`src/rtl/uart_pkg.sv`:
```
// Shared definitions for the buffered UART transmitter: the parity codes,
// the frame FSM encoding and a constant clog2 for sizing counters.
package uart_pkg;

    localparam int PAR_NONE = 0;
    localparam int PAR_ODD  = 1;
    localparam int PAR_EVEN = 2;

    typedef enum logic [2:0] {
        ST_IDLE,
        ST_START,
        ST_DATA,
        ST_PARITY,
        ST_STOP
    } state_t;

    function automatic int clog2(input int value);
        int result;
        result = 0;
        while ((1 << result) < value) begin
            result++;
        end
        return result;
    endfunction

endpackage

```
`src/rtl/uart_sync_fifo.sv`:
```
// Single-clock FIFO with wrap-bit pointers and a registered head word that is
// valid whenever the FIFO is non-empty (first-word fall-through).
module uart_sync_fifo
    import uart_pkg::*;
#(
    parameter int WIDTH = 8,
    parameter int DEPTH = 4
) (
    input  logic             clk,
    input  logic             reset,
    input  logic             push,
    input  logic             pop,
    input  logic [WIDTH-1:0] wr_data,
    output logic [WIDTH-1:0] rd_data,
    output logic             full,
    output logic             empty
);

    localparam int AW = clog2(DEPTH);

    logic [WIDTH-1:0] mem [DEPTH];
    logic [AW:0]      wr_ptr;
    logic [AW:0]      rd_ptr;
    logic [AW:0]      rd_ptr_next;
    logic             do_push;
    logic             do_pop;

    assign full        = (wr_ptr[AW] != rd_ptr[AW]) && (wr_ptr[AW-1:0] == rd_ptr[AW-1:0]);
    assign empty       = (wr_ptr == rd_ptr);
    assign do_push     = push && !full;
    assign do_pop      = pop && !empty;
    assign rd_ptr_next = rd_ptr + (AW + 1)'(do_pop);

    // NOTE: the storage array has no reset; a flush only clears the pointers.
    always_ff @(posedge clk) begin
        if (do_push) begin
            mem[wr_ptr[AW-1:0]] <= wr_data;
        end
    end

    // NOTE: sequential state uses non-blocking assignments so every register
    // samples the pre-edge values of its neighbours.
    always_ff @(posedge clk or posedge reset) begin
        if (reset) begin
            wr_ptr  <= '0;
            rd_ptr  <= '0;
            rd_data <= '0;
        end else begin
            wr_ptr <= wr_ptr + (AW + 1)'(do_push);
            rd_ptr <= rd_ptr_next;
            // A word written into an otherwise empty FIFO bypasses the array.
            if (do_push && (wr_ptr == rd_ptr_next)) begin
                rd_data <= wr_data;
            end else begin
                rd_data <= mem[rd_ptr_next[AW-1:0]];
            end
        end
    end

endmodule

```
`src/rtl/uart_tx_fifo.sv`:
```
// Buffered UART transmitter with configurable data bits, parity and stop bits;
// queued characters are sent back-to-back without idle gaps.
module uart_tx_fifo
    import uart_pkg::*;
#(
    parameter int BAUD_DIV   = 12,
    parameter int DATA_BITS  = 8,
    parameter int PARITY     = 0,
    parameter int STOP_BITS  = 1,
    parameter int FIFO_DEPTH = 4
) (
    input  logic                 clk,
    input  logic                 reset,
    input  logic                 tx_start,
    input  logic [DATA_BITS-1:0] data_in,
    output logic                 tx,
    output logic                 tx_busy,
    output logic                 fifo_full,
    output logic                 overflow
);

    localparam int BW = clog2(BAUD_DIV) + 1;
    localparam int IW = clog2(DATA_BITS + 1);
    localparam logic [BW-1:0] BAUD_LAST = BW'(BAUD_DIV - 1);
    localparam logic [IW-1:0] DATA_LAST = IW'(DATA_BITS - 1);
    localparam logic [IW-1:0] STOP_LAST = IW'(STOP_BITS - 1);

    state_t               state;
    logic [BW-1:0]        baud_cnt;
    logic [IW-1:0]        bit_idx;
    logic [DATA_BITS-1:0] shift_reg;
    logic                 parity_bit;
    logic [DATA_BITS-1:0] fifo_data;
    logic                 fifo_empty;
    logic                 push_ok;
    logic                 frame_done;
    logic                 pop;

    assign push_ok    = tx_start && !fifo_full;
    assign frame_done = (state == ST_STOP) && (baud_cnt == '0) && (bit_idx == STOP_LAST);
    assign pop        = !fifo_empty && ((state == ST_IDLE) || frame_done);

    uart_sync_fifo #(
        .WIDTH (DATA_BITS),
        .DEPTH (FIFO_DEPTH)
    ) u_fifo (
        .clk     (clk),
        .reset   (reset),
        .push    (tx_start),
        .pop     (pop),
        .wr_data (data_in),
        .rd_data (fifo_data),
        .full    (fifo_full),
        .empty   (fifo_empty)
    );

    always_ff @(posedge clk or posedge reset) begin
        if (reset) begin
            state      <= ST_IDLE;
            baud_cnt   <= '0;
            bit_idx    <= '0;
            shift_reg  <= '0;
            parity_bit <= 1'b0;
            tx         <= 1'b1;
            tx_busy    <= 1'b0;
            overflow   <= 1'b0;
        end else begin
            overflow <= tx_start && fifo_full;
            tx_busy  <= 1'b1;
            if (pop) begin
                // Loading from IDLE or straight out of the last stop bit.
                state      <= ST_START;
                tx         <= 1'b0;
                baud_cnt   <= BAUD_LAST;
                shift_reg  <= fifo_data;
                parity_bit <= (PARITY == PAR_ODD) ? ~^fifo_data : ^fifo_data;
            end else if (state == ST_IDLE) begin
                tx_busy <= push_ok;
            end else begin
                baud_cnt <= (baud_cnt == '0) ? BAUD_LAST : baud_cnt - BW'(1);
                if (baud_cnt == '0) begin
                    case (state)
                        ST_START: begin
                            state     <= ST_DATA;
                            tx        <= shift_reg[0];
                            shift_reg <= shift_reg >> 1;
                            bit_idx   <= '0;
                        end
                        ST_DATA: begin
                            if (bit_idx != DATA_LAST) begin
                                tx        <= shift_reg[0];
                                shift_reg <= shift_reg >> 1;
                                bit_idx   <= bit_idx + IW'(1);
                            end else if (PARITY != PAR_NONE) begin
                                state <= ST_PARITY;
                                tx    <= parity_bit;
                            end else begin
                                state   <= ST_STOP;
                                tx      <= 1'b1;
                                bit_idx <= '0;
                            end
                        end
                        ST_PARITY: begin
                            state   <= ST_STOP;
                            tx      <= 1'b1;
                            bit_idx <= '0;
                        end
                        ST_STOP: begin
                            if (bit_idx == STOP_LAST) begin
                                state   <= ST_IDLE;
                                tx_busy <= push_ok;
                            end else begin
                                bit_idx <= bit_idx + IW'(1);
                            end
                        end
                        default: state <= ST_IDLE;
                    endcase
                end
            end
        end
    end

endmodule
```
`config.mk`:
```
export PLATFORM = sky130hd
export DESIGN_NAME = uart_tx_fifo
export DESIGN_NICKNAME = d
export VERILOG_FILES = /design/src/rtl/uart_pkg.sv /design/src/rtl/uart_sync_fifo.sv /design/src/rtl/uart_tx_fifo.sv
export SDC_FILE = /design/constraint.sdc
export NUM_CORES = 1
export LEC_CHECK = 0
export BUFFER_PORTS_ARGS = -buffer_cell sky130_fd_sc_hd__buf_2
export CORE_AREA = 8 8 88 90
export DETAILED_ROUTE_END_ITERATION = 10
export DIE_AREA = 0 0 96 98
export GPL_ROUTABILITY_DRIVEN = 0
export PLACE_DENSITY_LB_ADDON = 0.25
export SETUP_SLACK_MARGIN = 0.1
export SLEW_MARGIN = 20
export SYNTH_ARGS = -nofsm -noshare
export SYNTH_HDL_FRONTEND = slang
export SYNTH_SLANG_ARGS = --single-unit
```
`constraint.sdc`:
```
create_clock -name clk -period 5.04 [get_ports clk]
set_input_delay 1.26 -clock clk [delete_from_list [all_inputs] [get_ports clk]]
set_output_delay 1.26 -clock clk [all_outputs]
set_load 0.005 [all_outputs]
```
==> After elaboration in Yosys (flattened, before gate mapping) <==
Memories as Yosys holds them, arrays and structs flattened.
Cells that the tools add are included.
{ "totals": {"reg_bits": 37, "memories": 1, "input_bits": 11, "output_inout_bits": 4, "wordCells": 84, "mem_bits_rw": 32} }
{ "classes": {"n_reduce_logical": 23, "n_eq_ne": 14, "add_sub_neg": 4, "n_bitwise": 2, "muxes": 30} }
{ "memory_table": {"columns": ["name", "words", "word_bits", "read_ports", "rd_clocked_by_memory_dff", "wr", "line", "rtl"], "rows": [
  ["u_fifo.mem", 4, 8, 1, 0, 1, "uart_sync_fifo.sv:21", "logic [WIDTH-1:0] mem [DEPTH];"]
]} }
{ "op_table": {"columns": ["op", "count"], "rows": [
  ["8-bit two-way mux", 5],
  ["8-bit case mux with 2 select lines", 1],
  ["3-bit two-way mux", 5],
  ["5-bit two-way mux", 3],
  ["3-bit case mux with 4 select lines", 1],
  ["4-bit case mux with 3 select lines", 1],
  ["1-bit two-way mux", 11],
  ["1-bit logical AND", 8],
  ["4-bit two-way mux", 2],
  ["4-bit AND reduction", 2],
  ["3-bit by 1-bit adder with 3-bit output", 2],
  ["3-bit by 2-bit == test with 1-bit output, second input constant", 2],
  ["3-bit == test", 2],
  ["3-bit by 2-bit inequality test with 1-bit output, second input constant", 2],
  ["3-bit nonzero test", 2],
  ["5-bit logical NOT", 1],
  ["5-bit AND reduction", 1],
  ["5-bit by 1-bit subtractor with 5-bit output, second input constant", 1],
  ["4-bit by 1-bit adder with 4-bit output, second input constant", 1],
  ["4-bit logical NOT", 1],
  ["4-bit by 3-bit inequality test with 1-bit output, second input constant", 1],
  ["4-bit nonzero test", 1],
  ["3-bit by 1-bit == test with 1-bit output, second input constant", 1],
  ["3-bit == test, second input constant", 1],
  ["other kinds (13)", 15]
]} }

==> Depth between registers and ports, before layout <==
Gate-level depths: netlist of the first run.
{ "logic_depth": {"ltp_word": 10, "mapped_depth": 15, "mapped_depth_nobuf": 12} }

==> By module <==
From an unflattened synthesis of the first run, not the netlist that was laid out.
{ "hier_totals": {"cells_unflattened": 223, "hier_area_um2": 3149.3} }
{ "by_module_without_submodules": {"columns": ["module", "area_per_inst_um2", "n_inst", "cells_per_inst"], "rows": [
  ["uart_sync_fifo", 1826.8, 1, 93],
  ["uart_tx_fifo", 1322.5, 1, 130]
]} }

==> Worst setup path before layout of the first run <==
OpenSTA, ideal clock, no wires.
{ "synth_timing": {"path_kind": "flip-flop to flip-flop", "from": "register baud_cnt[0]", "to": "register u_fifo.rd_data[0]", "t_arrival_ns": 3.311, "path_buffers": 3, "setup_time_ns": 0.125, "setup_slack_ns": 1.604, "path_stages_with_launch": 15, "required_ns": 4.915, "cell_sequence": "dfrtp_1 -> inv_1 -> ha_1 -> or4b_1 -> buf_6 -> o21ai_4 -> nand2_2 -> buf_6 -> inv_1 -> ha_1 -> clkbuf_1 -> xnor2_1 -> nand2_1 -> nor4b_4 -> mux2_2"} }
{ "synth_via": {"elab_chain_cells": 10} }
{ "synth_rtl": {"columns": ["element", "line", "rtl"], "rows": [
  ["start: declaration", "uart_tx_fifo.sv:29", "logic [BW-1:0] baud_cnt;"],
  ["start signal: assignment", "uart_tx_fifo.sv:80", "baud_cnt <= (baud_cnt == '0) ? BAUD_LAST : baud_cnt - BW'(1);"],
  ["5-bit logical NOT *", "uart_tx_fifo.sv:40", "assign frame_done = (state == ST_STOP) && (baud_cnt == '0) && (bit_idx == STOP_LAST);"],
  ["1-bit logical AND * (2 in a row)", "uart_tx_fifo.sv:40", null],
  ["1-bit logical OR *", "uart_tx_fifo.sv:41", "assign pop = !fifo_empty && ((state == ST_IDLE) || frame_done);"],
  ["1-bit logical AND *", "uart_tx_fifo.sv:41", null],
  ["via pop", "uart_tx_fifo.sv:37", "logic pop;"],
  ["1-bit logical AND *", "uart_sync_fifo.sv:31", "assign do_pop = pop && !empty;"],
  ["3-bit by 1-bit adder with 3-bit output *", "uart_sync_fifo.sv:32", "assign rd_ptr_next = rd_ptr + (AW + 1)'(do_pop);"],
  ["via u_fifo.rd_ptr_next[0]", "uart_sync_fifo.sv:24", "logic [AW:0] rd_ptr_next;"],
  ["parallel branches: the longest is 2 deep, another holds memory 4 x 8 bit", null, null],
  ["8-bit two-way mux *", "uart_sync_fifo.sv:52", "if (do_push && (wr_ptr == rd_ptr_next)) begin"],
  ["end signal: assignment", "uart_sync_fifo.sv:53", "rd_data <= wr_data;"],
  ["end signal: assignment", "uart_sync_fifo.sv:55", "rd_data <= mem[rd_ptr_next[AW-1:0]];"],
  ["end: declaration", "uart_sync_fifo.sv:14", "output logic [WIDTH-1:0] rd_data,"]
]} }
Mark *: on every way through the listed nets, which the timed path passes.
A chain may end at the register's enable or synchronous reset.

==> Final worst setup path of the first run <==
{ "layout_timing": {"from": "register baud_cnt[0]", "to": "register u_fifo.rd_data[4]"} }
The elaborated chain is that of the path after synthesis.

==> flow_summary.ini, run 1 <==
[power]
power.total_w = 0.00210
power.density_nw_per_um2 = 603
cellLeakagePower_nw = 1.44
peakVddDrop_mv = 0.292

[logic_synthesis]
synth_edf_count = 32
netlist_instances = 219
ys_seq_area_frac = 0.606
synth-seq-cells = 69
syn_avg_cell_area_um2 = 14.2
synth_nets = 238
synthesis.area_um2 = 3120
synth_flop_cell = dfrtp_1
synth.distinct_cells = 43
async_reset_ff_frac = 0.536
synth_warnings = 0

[timing]
rsz0062_at_grt = false
fin_tns_setup_ps = 0
hold_viol_final = 0
fin_skew_ps = 6.32
hold_slack_ps = 506
drv_slew = 0
fin_crit_sh = 0.735
fmax_mhz = 270
relSlewSlack = 0.553
finalSetupViolCount = 0
worst_pin_slew_ps = 661
fin_crit_ps = 3710

[place]
place_hpwl_mm = 3.46
io_buffers = 14
dp_cells = 311

[die]
num_rows = 30
die_w_um = 96
coreArea_um2 = 6490
io_pins = 15
dieArea_um2 = 9410
die_h_um = 98
initial_core_util = 0.480

[worst_setup_path]
crit_path_max_fanout = 11
worstSetupEndpointType = flop
cp-endpoint = u_fifo.rd_data[4]
reg2reg_to = u_fifo.rd_data[4]
start_kind = flop
crit_required_ps = 5270
crit_start = baud_cnt[0]
rrSetupSlack_ps = 1330
regToRegStartpoint = baud_cnt[0]
critPathKind = reg -> reg
ff2ff_path_depth = 12
worst_ep_arrival_time_ps = 3930

[clocking]
cts-root-buf = clkbuf_8
clockBufferDepth = 2
clkLatencyLatePin_ps = 340
holdBufCountCts = 0
cts.sinks = 69
cts_buffers = 9
htreeDepth = 3
cts_setup_buffers = 0
cts_resized = 0
path_clk_slew_ps = 80
cts_tree = built

[route]
wl_per_cell_um = 15.3
drt_wl_total_mm = 5.02
route.detailed.drc = 0
dr.pass1.iters = 4
drt_iter0_drc = 44
antenna_left = 0
vias = 1713
post_drt_via_cell_ratio = 5.24

[grt]
grt_overflow = 0
grt_pass1_vias = 1850
grt_max_degree = 38
grt_antenna_before_repair = 0
grt_usage = 0.120
grt_pass1_wl_mm = 8.64

[outcome]
status = complete, no violations

[layout]
nets = 261
layout-drive-gt1-share = 0.296
post-route-util = 0.537
largest_reg_flops = 32
stdcell_count = 327
area_growth_syn_to_layout_pct = 11.8
diodes = 0

[min_path]
hold_path_class = reg -> reg
hp-start = u_fifo.rd_data[7]

[job]
max_cap_violations = 0
==> synthesized netlist by cell type, drive strengths merged, types with 2 or more instances <==
library cell / count / share of area
nor2b: 2 / 0.0040
a21oi: 4 / 0.0064
inv: 9 / 0.011
mux4: 8 / 0.058
edfxtp: 32 / 0.31
a31oi: 2 / 0.0060
nand3: 7 / 0.011
xor2: 5 / 0.014
nand2b: 3 / 0.0060
and3: 3 / 0.0060
a22o: 2 / 0.0056
dfrtp: 36 / 0.29
o21ai: 7 / 0.015
nor4b: 2 / 0.010
or2: 2 / 0.0040
nor3b: 3 / 0.0072
nor3: 3 / 0.0048
nor2: 13 / 0.016
mux2i: 2 / 0.0064
o21a: 2 / 0.0048
buf: 2 / 0.0072
mux2: 22 / 0.086
and2: 2 / 0.0040
clkbuf: 4 / 0.0048
xnor2: 6 / 0.017
ha: 8 / 0.032
nand2: 17 / 0.021
==> metal layers <==
metal,share of wire,track usage
met4,0.017,0.0580
met5,0,0
met3,0.019,0.0376
met2,0.48,0.176
met1,0.49,0.157
==> worst max-delay path: stages, from the launching register on <==
cell	delay, ps
dfrtp_1	410
inv_1	90
ha_1	150
or4b_1	610
o21ai_4	230
nand2_2	200
inv_1	110
ha_1	150
ha_1	370
xnor2_1	220
nand2_1	100
nor4b_4	550
mux2_2	400
==> area by class of cell <==
type | instances | area [um2]
multi-input combinational | 135 | 1160
inverter | 9 | 33.8
clock inverter | 7 | 82.6
tap | 80 | 100
fill | 552 | 3010
sequential | 69 | 1890
timing repair buffer | 18 | 100
clock buffer | 9 | 124
==> power by group <==
part / total [W] / switching [W] / internal [W]
sequential: 0.000926 / 0.000131 / 0.000795
combinational: 0.000713 / 0.000333 / 0.000381
clock: 0.000463 / 0.000228 / 0.000235
total: 0.00210 / 0.000692 / 0.00141
==> cells by family after synthesis <==
group           after synthesis  synth area share
simple gates                 64             0.113
flops                        69             0.606
xor+xnor                     11            0.0309
fa+ha+maj                     8            0.0321
compound gates               20            0.0454
mux                          32             0.150
buf+inv                      15            0.0229
==> per-stage QoR <==
| step | area [um2] | worst slack [ps] |
|---|---|---|
| floorplan | 3120 | 1600 |
| global placement | 3280 | 1400 |
| detailed placement | 3280 | 1310 |
| CTS | 3480 | 1280 |
| global route | 3480 | 1080 |
| finish | 3480 | 1330 |
==> placed cells by master (no fill, tap or decap), drive strengths merged, types with 2 or more instances in the layout <==
master	synthesis	layout
mux2i	2	2
ha	8	8
buf	2	18
dfrtp	36	36
mux2	22	22
nand2	17	17
nand3	7	7
nor3	3	3
inv	9	11
o21ai	7	7
and3	3	3
nor2b	2	2
clkbuf	4	9
mux4	8	8
a31oi	2	2
and2	2	2
a22o	2	2
nand2b	3	3
nor2	13	13
or2	2	2
nor4b	2	2
xor2	5	5
clkinv	0	2
a21oi	4	4
nor3b	3	3
clkinvlp	0	2
xnor2	6	6
o21a	2	2
edfxtp	32	32
==> worst min path at each step <==
stage / cells after the start / slack (ps) / endpoint
2_1_floorplan: 2 / 440 / shift_reg[7]
3_3_place_gp: 2 / 490 / shift_reg[7]
3_5_place_dp: 1 / 500 / shift_reg[5]
4_1_cts: 1 / 510 / shift_reg[5]
5_1_grt: 1 / 520 / shift_reg[5]
6_report: 2 / 510 / shift_reg[7]
No activity file was read; power rests on OpenSTA's default activity.
==> run 2: changes to the inputs <==
==> constraint.sdc (replaced) <==
create_clock -name clk -period 3 [get_ports clk]
set_input_delay 0.75 -clock clk [delete_from_list [all_inputs] [get_ports clk]]
set_output_delay 0.75 -clock clk [all_outputs]
set_load 0.005 [all_outputs]
==> run 2 against run 1 <==
- final area grew 7.0%
- clock skew is essentially flat
- cell count grew 4.6%
- sequential cell count is the same
- total power grew 87%
- via count grew 5.7%
- sequential share of layout area shrank 3.6 points
- routed wire length grew 5.7%
- clock power grew 87%
- critical path type unchanged
- highest routed layer unchanged
==> flow_summary.ini, run 2 (same netlist as run 1, synthesis figures left out) <==
[route]
wl_per_cell_um = 15.5
post_drt_via_cell_ratio = 5.30
dr.pass1.iters = 4
vias = 1811
antenna_left = 0
route.detailed.drc = 0
drt_iter0_drc = 76
drt_wl_total_mm = 5.31

[power]
cellLeakagePower_nw = 1.56
peakVddDrop_mv = 0.527
power.density_nw_per_um2 = 1060

[layout]
final_cell_mix = dfrtp_1, edfxtp_1, buf_4
nets = 276
fillers = 507
regArea_um2 = 1890
final_common_cell = dfrtp_1
largest_reg_flops = 32
layout-drive-gt1-share = 0.378
post-route-util = 0.574
diodes = 0
area_growth_syn_to_layout_pct = 19.7
multiInputGateArea_um2 = 1260

[worst_setup_path]
cp_slowest_cell = or4b_4
crit_path_max_fanout = 8
start_kind = flop
critPathKind = reg -> reg
worst_ep_arrival_time_ps = 3100
crit_required_ps = 3230
cpMostUsedCell = ha_4
critical_path.cell_chain = inv_2 -> ha_4 -> or4b_4 -> o21ai_4 -> nand2_2 -> inv_2 -> ha_4 -> ha_4 -> xnor2_2 -> nand2_2 -> nor4b_4 -> buf_6 -> mux2_4
cpPeakStageDelay_ps = 480
worstSetupEndpointType = flop

[grt]
grt_pass1_vias = 1923
grt_overflow = 0
grt_antenna_before_repair = 0
grt_max_degree = 38
grt_usage = 0.125
grt_pass1_wl_mm = 9.00

[place]
io_buffers = 14
place_hpwl_mm = 3.61
preCtsSetupSlack_ps = 1.86

[clocking]
htreeDepth = 3
path_clk_slew_ps = 80
cts-root-buf = clkbuf_8
cts.sinks = 69
clkLatencyLatePin_ps = 350
cts_buffers = 9
clockBufferDepth = 2
holdBufCountCts = 0
cts_tree = built

[die]
die_w_um = 96
die_h_um = 98
num_rows = 30
dieArea_um2 = 9410
coreArea_um2 = 6490
io_pins = 15
initial_core_util = 0.480

[timing]
fin_ws_ps = 133
drv_slew = 0
fmax_mhz = 349
fin_skew_ps = 5.90
fin_crit_sh = 0.956
fin_crit_ps = 2870
relSlewSlack = 0.556
hold_viol_final = 0
finalSetupViolCount = 0
fin_tns_setup_ps = 0
rsz0062_at_grt = true
worst_pin_slew_ps = 657

[job]
max_cap_violations = 0

[outcome]
status = complete, no violations

[min_path]
hold_path_class = in -> async
==> run 2: timing repair <==
item / in CTS / in global routing
buffers inserted: 3 / 3
setup endpoints to repair: 8 / 8
pin swaps: 2 / 4
cloned: 0 / 0
gates resized for setup: 3 / 13
endpoints found under the hold margin: 0 / 0
==> run 2: layout make-up <==
cell class	instances	area share
clock buffer	9	0.0332
clock inverter	7	0.0285
inverter	9	0.00906
multi-input combinational	135	0.338
sequential	69	0.506
tap	80	0.0268
timing repair buffer	33	0.0580
==> run 2: metal layers <==
| layer | wire length (um) | share of wire | track usage |
|---|---|---|---|
| met1 | 2440 | 0.46 | 0.159 |
| met2 | 2560 | 0.48 | 0.184 |
| met3 | 167 | 0.031 | 0.0307 |
| met4 | 136 | 0.026 | 0.0805 |
| met5 | 0 | 0 | 0 |
==> run 2: worst max-delay path: cells and delay by family, from the launching register on <==
kind	cells	cell delay, ps
AND/OR/NAND/NOR	4	910
adder cells (fa/ha/maj)	3	450
flip-flops	1	400
buffers and inverters	3	360
multiplexers	1	310
AO/OA/AOI/OAI	1	200
XOR/XNOR	1	130
==> run 2: worst paths after layout <==
check	startpoint	to	slack, ps	cells after the start
worst max register to register	baud_cnt[0]	u_fifo.rd_data[1]	130	13
min in group clk	shift_reg[7]	shift_reg[7]	510	2
max in group asynchronous	reset	tx	2140	3
worst min register to register	shift_reg[7]	shift_reg[7]	510	2
worst max-delay path	baud_cnt[0]	u_fifo.rd_data[1]	130	13
worst min-delay path	reset	overflow	500	3
==> run 2: through the flow <==
stage | area (um2) | total power [W] | hold WS [ps] | std cells
2_1_floorplan | 3170 | 0.00259 | 435 | 219
3_3_place_gp | 3390 | 0.00290 | 488 | 320
3_5_place_dp | 3390 | 0.00293 | 485 | 320
4_1_cts | 3650 | 0.00386 | 502 | 339
5_1_grt | 3730 | 0.00420 | 530 | 342
6_report | 3730 | 0.00394 | 503 | 342
==> run 2: where the power goes <==
part / internal [W] / switching [W] / total [W] / leakage, nW
registers: 0.00134 / 0.000199 / 0.00154 / 0.733
logic: 0.000861 / 0.000672 / 0.00153 / 0.714
clock network: 0.000482 / 0.000386 / 0.000868 / 0.116
total: 0.00268 / 0.00126 / 0.00394 / 1.56
